### src/rtl/imem_fetch_ctrl.sv
// imem_fetch_ctrl: owns the fetch PC, buffers {pc, instr} pairs in a small prefetch queue
// and hands them to decode, with redirect, halt-on-ecall and out-of-range fault handling.
module imem_fetch_ctrl #(
    parameter logic [31:0] RESET_PC  = 32'h0000_0000,
    parameter int          DEPTH     = 2,
    parameter int          MEM_WORDS = 1024,
    parameter logic [31:0] HALT_INSN = 32'h0000_0073
) (
    input  logic        clk,
    input  logic        rst,
    output logic [31:0] imem_addr,
    input  logic [31:0] imem_rdata,
    output logic        if_valid,
    input  logic        if_ready,
    output logic [31:0] if_instr,
    output logic [31:0] if_pc,
    input  logic        redirect_valid,
    input  logic [31:0] redirect_pc,
    output logic        halted,
    output logic        fault,
    output logic [31:0] fetch_count
);
    localparam int PW = $clog2(DEPTH);
    localparam int CW = PW + 1;

    typedef enum logic [1:0] {START, RUN, HALTED, FAULT} state_t;

    state_t        state_q, state_d;
    logic [31:0]   fetch_pc_q, fetch_pc_d;
    logic [31:0]   fetch_count_q, fetch_count_d;
    logic [31:0]   pc_q [DEPTH];
    logic [31:0]   pc_d [DEPTH];
    logic [31:0]   instr_q [DEPTH];
    logic [31:0]   instr_d [DEPTH];
    logic [PW-1:0] head_q, head_d, tail_q, tail_d;
    logic [CW-1:0] count_q, count_d;
    logic          in_range, enq, pop;

    assign in_range    = {2'b00, fetch_pc_q[31:2]} < 32'(MEM_WORDS);
    assign if_valid    = (count_q != '0) && !redirect_valid;
    assign pop         = if_valid && if_ready;
    // A full queue still accepts a word when the head leaves in the same cycle.
    assign enq         = (state_q == RUN) && !redirect_valid && in_range &&
                         ((count_q < CW'(DEPTH)) || pop);
    assign imem_addr   = fetch_pc_q;
    assign if_instr    = instr_q[head_q];
    assign if_pc       = pc_q[head_q];
    assign halted      = (state_q == HALTED);
    assign fault       = (state_q == FAULT);
    assign fetch_count = fetch_count_q;

    always_comb begin
        pc_d    = pc_q;
        instr_d = instr_q;
        if (enq) begin
            pc_d[tail_q]    = fetch_pc_q;
            instr_d[tail_q] = imem_rdata;
        end
        head_d        = redirect_valid ? '0 : head_q + PW'(pop);
        tail_d        = redirect_valid ? '0 : tail_q + PW'(enq);
        count_d       = redirect_valid ? '0 : count_q + CW'(enq) - CW'(pop);
        fetch_pc_d    = redirect_valid ? {redirect_pc[31:2], 2'b00}
                                       : fetch_pc_q + (enq ? 32'd4 : 32'd0);
        fetch_count_d = fetch_count_q + 32'(enq);
        // START only burns the cycle in which memory was still held in reset.
        state_d = redirect_valid                    ? RUN
                : (state_q == START)                ? RUN
                : (state_q != RUN)                  ? state_q
                : !in_range                         ? FAULT
                : (enq && imem_rdata == HALT_INSN)  ? HALTED
                :                                     RUN;
    end

    always_ff @(posedge clk or negedge rst) begin
        if (!rst) begin
            state_q       <= START;
            fetch_pc_q    <= RESET_PC;
            fetch_count_q <= '0;
            pc_q          <= '{default: '0};
            instr_q       <= '{default: '0};
            head_q        <= '0;
            tail_q        <= '0;
            count_q       <= '0;
        end else begin
            state_q       <= state_d;
            fetch_pc_q    <= fetch_pc_d;
            fetch_count_q <= fetch_count_d;
            pc_q          <= pc_d;
            instr_q       <= instr_d;
            head_q        <= head_d;
            tail_q        <= tail_d;
            count_q       <= count_d;
        end
    end
endmodule

### config.mk
export PLATFORM = sky130hd
export DESIGN_NAME = imem_fetch_ctrl
export DESIGN_NICKNAME = d
export VERILOG_FILES = /design/src/rtl/imem_fetch_ctrl.sv
export SDC_FILE = /design/constraint.sdc
export NUM_CORES = 1
export LEC_CHECK = 0
export ABC_AREA = 1
export CORE_ASPECT_RATIO = 1.1
export CORE_MARGIN = 3
export CORE_UTILIZATION = 51
export DETAILED_ROUTE_END_ITERATION = 8
export HOLD_SLACK_MARGIN = 0.02
export PLACE_DENSITY = 0.78
export SETUP_SLACK_MARGIN = 0.5
export SLEW_MARGIN = 20
export SYNTH_ARGS = -nofsm -noshare
export SYNTH_HDL_FRONTEND = slang
export SYNTH_SLANG_ARGS = --single-unit
### constraint.sdc
create_clock -name clk -period 3.4 [get_ports clk]
set_input_delay 0.68 -clock clk [delete_from_list [all_inputs] [get_ports clk]]
set_output_delay 0.68 -clock clk [all_outputs]
set_load 0.05 [all_outputs]
# Word level (Yosys, flattened, before mapping)
# Cells that the tools add are included.
# totals
ram_bits,0
regBits,198
n_memories,0
latchBits,0
rom_bits,0
input_bits,68
out_inout_bits,131
# op_classes
eq_ne,6
order_cmp,5
shift,0
reduce_logical,11
n_bitwise,2
multipliers,0
add_sub_neg,6
n_div,0
mux,20
# ops
op,n
2-to-1 mux 32 bit,8
bitwise mux 64 bit,2
adder 32 x 1 -> 32 bit,1
adder 32 x 3 -> 32 bit,1
demux 32 bit (select 1 bit),1
"== test 32 x 7 -> 1 bit, second input constant",1
"less-than comparator 30 x 11 -> 1 bit, second input constant",1
2-to-1 mux 2 bit,6
logical AND 1 bit,7
"== test 2 bit, second input constant",2
"greater-or-equal comparator 2 bit, second input constant",2
inverter 1 -> 2 bit,2
2-to-1 mux 3 bit,1
"inequality test 3 bit, second input constant",1
adder 1 bit,2
adder 2 x 1 -> 2 bit,1
"== test 2 x 1 -> 1 bit, second input constant",1
logical NOT 2 bit,1
"less-than comparator 2 x 1 -> 1 bit, second input constant",1
"less-than comparator 2 bit, second input constant",1
2-to-1 mux 1 bit,2
"inequality test 2 x 1 -> 1 bit, second input constant",1
nonzero test 2 bit,1
subtractor 2 x 1 -> 2 bit,1
2 further kinds,2

# Depth between registers and ports, before layout
# depth
depth_word,11
mapped_depth,16

# Worst setup path before layout
# No wires, ideal clock.
# synth_timing
kind,register to register
from,"register fetch_pc_q[24], in the netlist imem_addr[24]"
to,"register fetch_count_q[22], in the netlist fetch_count[22]"
stages_incl_launch_ff,15
setup_slack_ns,0.741
synth_period_minus_slack_ns,2.659
required_ns,3.318
arrival_ns,2.577
path_buffers,0
cell_sequence,dfrtp_1 nor2_1 nand2_1 nor2_2 nand3_2 nor2_8 ha_1 ha_1 nand3_1 inv_1 nand2_1 nor2_1 nand3_1 nor3_1 xor2_1
# synth_via
elab_chain_cells,4
# synth_lines
element,line,rtl
"start, declared",29,"logic [31:0] fetch_pc_q, fetch_pc_d;"
"start signal, assigned",86,fetch_pc_q <= fetch_pc_d;
less-than comparator 30 x 11 -> 1 bit,39,"assign in_range = {2'b00, fetch_pc_q[31:2]} < 32'(MEM_WORDS);"
logical AND 1 bit (2 in a row),43,assign enq = (state_q == RUN) && !redirect_valid && in_range &&
adder 32 x 1 -> 32 bit,64,fetch_count_d = fetch_count_q + 32'(enq);
via fetch_count_d[22],30,"logic [31:0] fetch_count_q, fetch_count_d;"
"end signal, assigned",87,fetch_count_q <= fetch_count_d;
"end, declared",30,
# The timed path passes the listed nets, and every way through them passes these cells.
# A chain may end at the register's enable or synchronous reset.

# Worst setup path after layout
# layout_timing
from,register head_q
to,output port if_pc[12]
# layout_via
elab_chain_cells,4
# layout_lines
element,line,rtl
"start, declared",35,"logic [PW-1:0] head_q, head_d, tail_q, tail_d;"
"start signal, assigned",81,head_q <= '0;
"start signal, assigned",90,head_q <= head_d;
inverter 1 -> 2 bit (implied by the code),47,assign if_pc = pc_q[head_q];
2-to-1 mux 32 bit (implied by the code) (3 in a row),47,
"end, declared",16,"output logic [31:0] if_pc,"
# Every way passes these cells. The select of a mux whose other input is x is not followed.

==> reports/qor.log <==
qor: die.core_area 17,270 um^2
qor: setup_path.crit_chain o21ai_0, clkdlybuf4s50_1
qor: route.avgRoutedWirePerCell 14.35 um
qor: clocking.clkSlewWorstSetupHoldPaths 0.07 ns
qor: die.pin_count 199
qor: place.placedInstanceArea 11,180 um^2
qor: finish.n_antenna_cell 0
qor: setup_path.worst_ep_arrival_time 2.13 ns
qor: finish.filler_cell_count 1,473
qor: clocking.cts_tree done
qor: setup_path.reg_to_reg_critical_path_startpoint imem_addr[12]
qor: setup_path.required 2.72 ns
qor: place.dp.final_hpwl 15,730 um
qor: power.power.density_cell_area 404.2 nW/um^2
qor: setup_path.reg2reg_setup_slack 0.80 ns
qor: global_route.grt_antenna_before_repair 2
qor: logic_synthesis.postSynthRegisterBits 192
qor: setup_path.setup.worst_path.end_class primary output
qor: clocking.cts.hold.buffers_added 0
qor: setup_path.worst-path-buf-inv 1
qor: route.num_vias 7,835
qor: logic_synthesis.synth_top_cell_area_share 52.64%
qor: die.initial_utilization 52.86%
qor: route.detailedRoute.firstIterationViolations 403
qor: timing.rsz0062_at_grt false
qor: clocking.clock_latency 0.43 ns
qor: route.drt_first_pass_iters 5
qor: place.place_ws 0.06662 ns
qor: die.die_area 19,540 um^2
qor: global_route.grt_pass1_wl 37,400 um
qor: clocking.cts_max_level 4
qor: finish.post_route_cell_area 11,810 um^2
qor: finish.num-nets-final 1,394
qor: global_route.grt_max_degree 90
qor: route.antenna_violating_nets_post_route 0
qor: setup_path.critical-path-max-stage-delay 0.84 ns
qor: die.die_height 146.3 um
qor: finish.most_common_cell_after_layout_fill_and_taps_aside sky130_fd_sc_hd__nand2_1
qor: setup_path.path_max_fanout 28
qor: timing.report.final.slew_viol_count 0
qor: timing.worst_pin_slew 0.7311 ns
qor: clocking.maximum_buffer_depth_of_the_clock_tree 2
qor: setup_path.cpLargestDelayFamily buffers and inverters
qor: clocking.numCtsBuffers 17
qor: timing.final_skew 0.01313 ns
qor: finish.layout.cells.most_common_list 384 x sky130_fd_sc_hd__nand2_1, 191 x sky130_fd_sc_hd__dfrtp_1, 138 x sky130_fd_sc_hd__clkdlybuf4s50_1
qor: logic_synthesis.synthDominantAreaCellType sky130_fd_sc_hd__dfrtp_1
qor: hold_path.worst_hold_path_type input port to async pin
qor: global_route.number_of_global_route_vias_before_repair 7,532
qor: logic_synthesis.synthDistinctLibCells 34
qor: logic_synthesis.synthCells 1,131
qor: setup_path.r2r_cells 14
qor: global_route.gr-usage-all-layers 23.51%
qor: setup_path.critical_path.slowest_cell sky130_fd_sc_hd__clkdlybuf4s50_1
qor: setup_path.worstReg2RegEnd fetch_count[24]
qor: logic_synthesis.post_synth.cell_area_avg 8.070 um^2
qor: logic_synthesis.ys.warnings.count 0
qor: timing.finalCriticalPeriod 2.808 ns
qor: power.irDropWorstVdd 353.0 uV
qor: route.routed_via_density 5.000
qor: finish.layout-drive-gt1-share 10.88%
qor: timing.setup_ws 0.5917 ns
qor: timing.timing.hold.ws 0.2909 ns
qor: route.drc_violations_left 0
qor: finish.multi_input_area 3615 um^2
qor: timing.max_clock_freq 356.1 MHz
qor: outcome.run_status finished, final reports clean
qor: die.die_width 133.6 um
qor: power.leakage 5.847 nW
qor: flow_run.cap_violations 0
qor: timing.setup_total_negative_slack 0 ns
qor: die.rows 50
qor: place.numPortBuffers 192
qor: logic_synthesis.postSynth.asyncResetShare 100.0%
qor: logic_synthesis.yosysSeqAreaShare 52.64%
qor: logic_synthesis.synthTopCellsByArea sky130_fd_sc_hd__dfrtp_1 53%, sky130_fd_sc_hd__nand2_1 16%, sky130_fd_sc_hd__inv_1 5.1%
qor: timing.fraction_of_the_cycle_the_final_worst_path_needs 82.60%
qor: finish.area.sequential 4808 um^2
qor: logic_synthesis.ys_dominant_reg_cell sky130_fd_sc_hd__dfrtp_1
qor: timing.setup_viol 0
qor: setup_path.timing.critical_path.depth 2
qor: timing.finalHoldViolations 0
qor: logic_synthesis.syn_area 9128 um^2
qor: finish.synthToLayoutAreaGrowth 29.35%
qor: clocking.clock-sinks 192
qor: setup_path.timing_worst_setup_path_type register to primary output
qor: setup_path.critPathLaunchType register
qor: route.routed_wl 22,480 um
qor: place.routabilityCongestion 0.9427
qor: clocking.cts.root.buffer_cell sky130_fd_sc_hd__clkbuf_16
qor: logic_synthesis.post_synth_edffs 0
qor: timing.timing.max_slew.rel_slack 51.26%
qor: global_route.aggregate_global_routing_overflow 0
==> layout make-up <==
type	instances	share of cell area (%)
Clock buffer	18	3.720
Clock inverter	13	1.113
Multi-Input combinational cell	766	30.62
Timing Repair Buffer	214	17.21
Sequential cell	192	40.73
Tap cell	234	2.480
Inverter	130	4.133
==> synthesized netlist by cell type, types with 2 or more instances <==
library cell,count
sky130_fd_sc_hd__buf_1,2
sky130_fd_sc_hd__nor2_2,2
sky130_fd_sc_hd__xor2_1,22
sky130_fd_sc_hd__buf_2,10
sky130_fd_sc_hd__nor4_1,3
sky130_fd_sc_hd__nand4_1,23
sky130_fd_sc_hd__clkbuf_1,23
sky130_fd_sc_hd__nor3b_1,2
sky130_fd_sc_hd__o21ai_1,21
sky130_fd_sc_hd__buf_4,4
sky130_fd_sc_hd__nor2_4,2
sky130_fd_sc_hd__dfrtp_1,192
sky130_fd_sc_hd__o31ai_1,5
sky130_fd_sc_hd__nand2_1,384
sky130_fd_sc_hd__nor2_1,111
sky130_fd_sc_hd__buf_6,7
sky130_fd_sc_hd__ha_1,5
sky130_fd_sc_hd__inv_1,125
sky130_fd_sc_hd__xnor2_1,17
sky130_fd_sc_hd__nand3b_1,5
sky130_fd_sc_hd__a31oi_1,2
sky130_fd_sc_hd__nor3_1,19
sky130_fd_sc_hd__o21ai_2,22
sky130_fd_sc_hd__nand3_1,31
sky130_fd_sc_hd__nand2_2,10
sky130_fd_sc_hd__inv_2,4
sky130_fd_sc_hd__o21ai_0,71
==> metrics by stage <==
step	utilization [%]	cells	power [mW]
6_report	68.38	1567	4.772
5_1_grt	68.38	1567	4.947
4_1_cts	68.15	1565	4.813
3_5_place_dp	64.74	1533	2.889
3_3_place_gp	64.74	1533	2.886
2_1_floorplan	-	1134	2.649
==> kinds of logic (layout without fill, tap and decap cells) <==
| logic type | after synthesis | in the layout | share of synthesized area, % |
|---|---|---|---|
| AND/OR/NAND/NOR | 594 | 594 | 26.85 |
| flip-flops | 192 | 192 | 52.64 |
| XOR/XNOR | 39 | 39 | 3.742 |
| AO/OA/AOI/OAI | 124 | 124 | 7.923 |
| other | 1 | 4 | 0.04108 |
| buffers and inverters | 176 | 375 | 8.115 |
| adder cells (fa/ha/maj) | 5 | 5 | 0.6854 |
==> power breakdown <==
group          internal [mW]  total [mW]  switching, mW
clock network           1.04        1.93          0.888
registers               2.32        2.37         0.0549
logic                  0.171       0.473          0.302
total                   3.53        4.77           1.24
==> routing by layer <==
| layer | part of all wire (%) | vias up | wire [um] | global-route usage [%] |
|---|---|---|---|---|
| li1 | - | 3894 | - | - |
| met1 | 43 | 3664 | 9564 | 30.49 |
| met2 | 49 | 238 | 10940 | 39.20 |
| met3 | 6.7 | 35 | 1511 | 5.582 |
| met4 | 2.0 | 4 | 450 | 7.562 |
| met5 | 0.080 | - | 18 | 0 |
==> worst max path at each step <==
stage                         from              end
finish                      head_q        if_pc[12]
global placement    redirect_valid  fetch_count[22]
CTS                 redirect_valid  fetch_count[22]
floorplan            imem_addr[24]  fetch_count[22]
detailed placement  redirect_valid  fetch_count[22]
global route        redirect_valid  fetch_count[22]
==> worst reg2reg max path, cell delays in order (launching register included) <==
cell	delay, ns
sky130_fd_sc_hd__dfrtp_1	0.44
sky130_fd_sc_hd__nor2_1	0.16
sky130_fd_sc_hd__nand2_1	0.07
sky130_fd_sc_hd__nor2_1	0.14
sky130_fd_sc_hd__nand3_2	0.16
sky130_fd_sc_hd__nor2_8	0.15
sky130_fd_sc_hd__ha_1	0.19
sky130_fd_sc_hd__ha_1	0.19
sky130_fd_sc_hd__nand3_1	0.14
sky130_fd_sc_hd__inv_1	0.12
sky130_fd_sc_hd__nand2_1	0.14
sky130_fd_sc_hd__nor2_4	0.18
sky130_fd_sc_hd__nand4_1	0.13
sky130_fd_sc_hd__nor2_1	0.17
sky130_fd_sc_hd__xor2_1	0.15
==> what timing repair did <==
item                                    in CTS  in global routing
pin swaps                                    0                  2
buffers inserted                             1                  2
endpoints found under the setup margin      62                 11
gates resized for setup                     10                  7
==> state kept, by name (all words and copies together) (netlist names) <==
name / count
pc_q: 60
instr_q: 64
tail_q: 1
fetch_count: 32
head_q: 1
state_q: 2
imem_addr: 30
count_q: 2
(Power assumes the default switching activity.)
